--- src/rtl/pla_exhaustive_sweeper.sv ---
// Exhaustive stimulus/response sweeper for a single-output PLA netlist.
// Walks every input vector once and accumulates on-set count, first hit and CRC.
module pla_exhaustive_sweeper #(
    parameter int          N    = 12,
    parameter logic [15:0] POLY = 16'h1021,
    parameter logic [15:0] SEED = 16'h0000
) (
    input  logic         clk,
    input  logic         rst,
    input  logic         start,
    input  logic         pause,
    input  logic         abort,
    output logic [N-1:0] x_out,
    output logic         x_valid,
    input  logic         y_in,
    output logic         busy,
    output logic         done,
    output logic [N:0]   ones_count,
    output logic [N-1:0] first_hit,
    output logic         hit_found,
    output logic [15:0]  signature
);

    typedef enum logic [1:0] {
        IDLE = 2'd0,
        RUN  = 2'd1,
        DONE = 2'd2
    } state_t;

    state_t state_q;
    state_t state_d;

    logic        last;
    logic        clear;
    logic        sample;
    logic        fb;
    logic [15:0] sig_nxt;

    assign last    = (x_out == {N{1'b1}});
    assign fb      = signature[15] ^ y_in;
    assign sig_nxt = {signature[14:0], 1'b0} ^ (fb ? POLY : 16'h0000);

    always_ff @(posedge clk) begin
        if (rst) begin
            state_q <= IDLE;
        end else begin
            state_q <= state_d;
        end
    end

    always_comb begin
        state_d = state_q;
        clear   = 1'b0;
        sample  = 1'b0;
        unique case (state_q)
            IDLE: begin
                if (start) begin
                    state_d = RUN;
                    clear   = 1'b1;
                end
            end
            RUN: begin
                // abort outranks both pause and the terminal sample
                if (abort) begin
                    state_d = IDLE;
                end else if (!pause) begin
                    sample = 1'b1;
                    if (last) begin
                        state_d = DONE;
                    end
                end
            end
            DONE: begin
                if (start) begin
                    state_d = RUN;
                    clear   = 1'b1;
                end else if (abort) begin
                    state_d = IDLE;
                end
            end
            default: begin
                state_d = IDLE;
            end
        endcase
    end

    always_ff @(posedge clk) begin
        if (rst) begin
            x_out      <= '0;
            ones_count <= '0;
            first_hit  <= '0;
            hit_found  <= 1'b0;
            signature  <= SEED;
        end else if (clear) begin
            x_out      <= '0;
            ones_count <= '0;
            first_hit  <= '0;
            hit_found  <= 1'b0;
            signature  <= SEED;
        end else if (sample) begin
            ones_count <= ones_count + (N+1)'(y_in);
            signature  <= sig_nxt;
            if (y_in && !hit_found) begin
                first_hit <= x_out;
                hit_found <= 1'b1;
            end
            // terminal vector is held so x_out never wraps
            if (!last) begin
                x_out <= x_out + N'(1);
            end
        end
    end

    assign busy    = (state_q == RUN);
    assign x_valid = (state_q == RUN);
    assign done    = (state_q == DONE);

endmodule

--- config.mk ---
export PLATFORM = sky130hd
export DESIGN_NAME = pla_exhaustive_sweeper
export DESIGN_NICKNAME = d
export VERILOG_FILES = /design/src/rtl/pla_exhaustive_sweeper.sv
export SDC_FILE = /design/constraint.sdc
export NUM_CORES = 1
export LEC_CHECK = 0
export ABC_CLOCK_PERIOD_IN_PS = 5100
export CORE_MARGIN = 2
export CORE_UTILIZATION = 52
export DETAILED_ROUTE_END_ITERATION = 6
export HOLD_SLACK_MARGIN = 0.02
export PLACE_DENSITY = 0.84
export SLEW_MARGIN = 20
export SYNTH_ARGS = -nofsm -noshare
export SYNTH_HDL_FRONTEND = slang
export SYNTH_SLANG_ARGS = --single-unit
--- constraint.sdc ---
create_clock -name clk -period 5.1 [get_ports clk]
set_input_delay 1.02 -clock clk [delete_from_list [all_inputs] [get_ports clk]]
set_output_delay 1.02 -clock clk [all_outputs]
set_load 0.05 [all_outputs]
Word level (Yosys, flattened, before mapping)
Index checks and enable logic that the tools add are counted.
{ "classes": {"addsub": 2, "multipliers": 0, "div": 0, "n_lt_le_gt_ge": 0, "eq_ne": 7, "n_shift": 0, "muxes": 13, "bitwise": 3, "n_reduce_logical": 8} }
{ "ops": {"columns": ["op", "count"], "rows": [
  ["16-bit by 13-bit bitwise XOR with 16-bit output", 1],
  ["13-bit by 1-bit adder with 13-bit output", 1],
  ["13-bit two-way mux", 1],
  ["12-bit by 1-bit adder with 12-bit output (second input constant)", 1],
  ["12-bit equality test (second input constant)", 1],
  ["2-bit two-way mux", 6],
  ["3-bit != test (second input constant)", 2],
  ["2-bit one-hot mux with 3 select lines", 1],
  ["1-bit two-way mux", 5],
  ["2-bit AND reduction", 2],
  ["4-bit AND reduction", 1],
  ["2-bit OR reduction", 2],
  ["3-bit by 2-bit != test with 1-bit output (second input constant)", 1],
  ["2-bit by 1-bit equality test with 1-bit output (second input constant)", 1],
  ["2-bit equality test (second input constant)", 1],
  ["2-bit zero test", 1],
  ["2-bit != test (second input constant)", 1],
  ["1-bit logical AND", 1],
  ["1-bit zero test", 1],
  ["1-bit NOT", 1],
  ["1-bit bitwise XOR", 1]
]} }
{ "word_totals": {"regBits": 56, "latchBits": 0, "ramBits": 0, "mem_bits_ro": 0, "out_inout_bits": 57, "elab_cells": 39, "memories": 0} }

Depth between registers and ports, before layout
{ "depth": {"word_depth": 5, "mapped_depth": 6, "mapped_depth_nobuf": 5} }

Worst setup path before layout
OpenSTA, ideal clock, no wires.
{ "synth_path": {"path_type": "register to output", "from": "reg state_q[0]", "to": "out x_valid", "arrival_ps": 1481, "slack_ps": 2599, "path_stages_with_launch": 3, "path_buffers": 1, "path_cell_list": "dfxtp_1 > nor2b_1 > buf_4"} }
{ "synth_between": {"elab_chain_len": 1} }
{ "synth_rtl": {"columns": ["item", "line", "source"], "rows": [
  ["start: declaration", "30", "state_t state_q;"],
  ["start signal: assignment", "47", "state_q <= state_d;"],
  ["2-bit by 1-bit equality test with 1-bit output", null, null],
  ["end: declaration", "14", "output logic x_valid,"]
]} }
No other way between the ends.

Worst setup path in the final report
{ "layout_path": {"from": "in abort", "to": "reg first_hit[10]"} }
{ "layout_between": {"elab_chain_len": 3} }
{ "layout_rtl": {"columns": ["item", "line", "source"], "rows": [
  ["start: declaration", "12", "input logic abort,"],
  ["1-bit two-way mux", "64", "if (abort) begin"],
  ["1-bit two-way mux", "55", "unique case (state_q)"],
  ["2-bit AND reduction (no source line)", null, null],
  ["end signal: assignment", "104", "first_hit <= x_out;"],
  ["end: declaration", "19", "output logic [N-1:0] first_hit,"]
]} }
No other way between the ends.
A chain may end at the register's enable or synchronous reset.

==> impl_metrics.json <==
{
  "dr.pass1.iters": 6,
  "drv_slew": 0,
  "antenna_found_initial": 0,
  "slowest_delay_ns": 0.58,
  "clockBufferDepth": 2,
  "dp_hpwl_um": 3650,
  "nNetsFinal": 337,
  "switching_power_mw": 0.167,
  "p_int_mw": 0.562,
  "track_usage": 0.204,
  "worst_slew_pin_slew_ns": 0.942,
  "r2r-end": "first_hit[10]",
  "grt_pass1_wl_um": 8510,
  "path_depth": 6,
  "path_delay_family": "simple AND/OR/NAND/NOR gates",
  "status": "completed",
  "p_leak_nw": 1.10,
  "start_util": 0.531,
  "routed-via-count": 2100,
  "powerDensity_mw_per_mm2": 236,
  "cts_resized": 0,
  "r2r_slack_ns": 2.71,
  "end_kind": "register",
  "rr_startpoint": "state_q[1]",
  "core_area_mm2": 0.00463,
  "grt_pass1_vias": 1873,
  "syn_avg_cell_area_um2": 8.65,
  "p_sw_frac": 0.229,
  "synth-warning-count": 0,
  "h-tree-depth": 2,
  "rsz0062_at_grt": "no",
  "die_x_um": 72.7,
  "maxCapViolCount": 0,
  "cts_root_buf": "clkbuf_8",
  "finalCritPeriodShare": 0.632,
  "crit_end": "first_hit[10]",
  "reg2reg_depth": 5,
  "drt-vias-per-instance": 5.48,
  "crit_type": "input port to register",
  "comb_power_share": 0.057,
  "setup_tns_ns": 0,
  "hold_viol": 0,
  "io_pins": 63,
  "row_count": 25,
  "fin_util": 0.667,
  "drive_gt1_frac": 0.0426,
  "drc_errors": 0,
  "tritoncts": "built",
  "grt-ovfl-total": 0,
  "setup_viol": 0,
  "netlist.area_leader.share": 0.456,
  "postRouteAntennaNets": 0,
  "p_clk_frac": 0.340,
  "fill_cells": 382,
  "worstPathArrival_ns": 3.39,
  "ir_drop_mv": 0.163,
  "post_cts_buffers": 0,
  "multi_input_area_mm2": 0.00116,
  "cp_slowest_cell": "nor4b_4",
  "routedWlPerCell_um": 13.4,
  "synth_seq_cells": 56,
  "fp.dieH_um": 72.7,
  "syn_inst": 284,
  "routabilityCongestion": 0.771,
  "synth-compound-area-share": 0.120,
  "crit_required_ns": 5.27,
  "worst-path-max-fanout": 21,
  "synth_edf_count": 0,
  "pre_cts_ws_ns": 1.51,
  "ys_types": 37,
  "drt-total-wl_um": 5130,
  "drtIter0Drc": 110,
  "cp_cell_sequence": "clkdlybuf4s50_1 -> nor4b_4 -> buf_4 -> nand3b_1 -> mux2i_1 -> nor2_1",
  "grt_max_degree": 54,
  "die_area_mm2": 0.00529,
  "io_buffers": 62,
  "area_delta_synth_final_pct": 25.7,
  "clock-skew-final_ns": 0.00681,
  "synth-seq-area-share": 0.456,
  "numCtsBuffers": 5,
  "synth-async-reset-ratio": 0,
  "worst_skew_pair.late_latency_ns": 0.31,
  "max-slew-margin-rel": 0.372,
  "syn_nets": 293,
  "crit_path_start": "abort",
  "fin_crit_ns": 3.22,
  "start_kind": "input port",
  "syn-cell-area_mm2": 0.00246,
  "seqPwrFrac": 0.603,
  "synth_mux_area_frac": 0.0530,
  "path_buf_inv": 2,
  "path_clk_slew_ns": 0.09,
  "synthXorXnorAreaFrac": 0.0285,
  "synth_top_family_by_area": "simple AND/OR/NAND/NOR gates",
  "yosysTopAreaCell": "dfxtp_1",
  "timing.final.ws_setup_ns": 1.88,
  "hp-class": "register to register",
  "diodes": 0,
  "synth_top_flop_cell": "dfxtp_1",
  "synth-adder-area-share": 0.0153,
  "max_clock_freq_mhz": 310,
  "synth_area_leaders": "dfxtp_1 (46%), nand2_1 (7.3%), a21oi_1 (6.1%)",
  "synth_simple_gate_area_frac": 0.255,
  "register_area_mm2": 0.00112,
  "cts.sink_count": 56,
  "ctsHoldBuffers": 0
}
power by group through the flow:
stage / clock network (mW) / logic (mW) / registers [mW]
2_1_floorplan: 0 / 0.0292 / 0.451
3_3_place_gp: 0 / 0.0413 / 0.450
3_5_place_dp: 0 / 0.0419 / 0.450
4_1_cts: 0.255 / 0.0419 / 0.440
5_1_grt: 0.270 / 0.0452 / 0.441
6_report: 0.248 / 0.0414 / 0.440
placed cells by master (no fill, tap or decap), types with 2 or more instances in the layout:
| cell type | count |
|---|---|
| a21oi_1 | 30 |
| nor2_1 | 24 |
| or3_1 | 11 |
| or4_1 | 5 |
| inv_1 | 3 |
| and4_1 | 3 |
| nand2_1 | 48 |
| ha_1 | 3 |
| nand4_1 | 6 |
| mux2i_1 | 13 |
| nor2b_1 | 3 |
| nand3_1 | 10 |
| clkbuf_8 | 6 |
| xor2_1 | 7 |
| nor3_1 | 2 |
| o31ai_1 | 2 |
| dfxtp_1 | 56 |
| o21ai_0 | 11 |
| buf_4 | 2 |
| clkdlybuf4s50_1 | 62 |
| o211ai_1 | 4 |
| and3_1 | 3 |
how the worst min path moves through the flow:
| stage | from | to | slack, ns | depth (start not counted) |
|---|---|---|---|---|
| after floorplan | signature[9] | signature[10] | 0.45 | 2 |
| after global placement | signature[13] | signature[14] | 0.46 | 2 |
| after detailed placement | signature[1] | signature[2] | 0.46 | 2 |
| after CTS | signature[1] | signature[2] | 0.48 | 2 |
| after global routing | signature[14] | signature[15] | 0.50 | 2 |
| final | signature[1] | signature[2] | 0.48 | 2 |
area by class of cell:
class | instances | area share
clock buffer | 7 | 0.0280
inverter | 3 | 0.00365
sequential | 56 | 0.363
tap | 54 | 0.0219
clock inverter | 1 | 0.00243
timing repair buffer | 64 | 0.206
multi-input combinational | 198 | 0.375
registers in the layout, indices dropped and copies added (netlist names):
signal and count:
ones_count 13, hit_found 1, first_hit 12, signature 16, state_q 2, x_out 12
synth_stat cells (2+ instances only):
cell type and n:
and4_1 3, xor2_1 7, buf_2 4, buf_4 14
and3_1 3, a21oi_1 30, buf_1 2, o31ai_1 2
nor2_1 24, nor2b_1 3, dfxtp_1 56, inv_1 3
or3_1 11, o21ai_0 11, mux2i_1 13, or4_1 5
o211ai_1 4, nand3_1 10, clkbuf_1 6, nand4_1 6
ha_1 3, nand2_1 48, nor3_1 2
through the flow:
| stage | instance area (µm²) | instances | power, mW | hold WS, ns |
|---|---|---|---|---|
| detailed placement | 2990 | 375 | 0.492 | 0.464 |
| global route | 3090 | 383 | 0.756 | 0.500 |
| floorplan | 2460 | 284 | 0.480 | 0.445 |
| CTS | 3090 | 383 | 0.737 | 0.478 |
| global placement | 2990 | 375 | 0.491 | 0.459 |
| finish | 3090 | 383 | 0.729 | 0.475 |
cells by family after synthesis:
family	after synthesis
AO/OA/AOI/OAI	51
buffers and inverters	30
XOR/XNOR	8
flip-flops	56
AND/OR/NAND/NOR	123
multiplexers	13
adder cells (fa/ha/maj)	3
worst min-delay path, cell delays in order, from the launching register on:
cell and delay (ns):
dfxtp_1 0.33, nand2_1 0.06, a21oi_1 0.05
layer usage:
metal  track usage  routed length, µm  vias up  share of wire
li1              -                  -     1066              -
met1         0.257               2330      972           0.45
met2         0.330               2410       49           0.47
met3        0.0566                262       13          0.051
met4        0.0823                119        0          0.023
met5             0                  0        -              0
No activity file was read; power rests on OpenSTA's default activity.
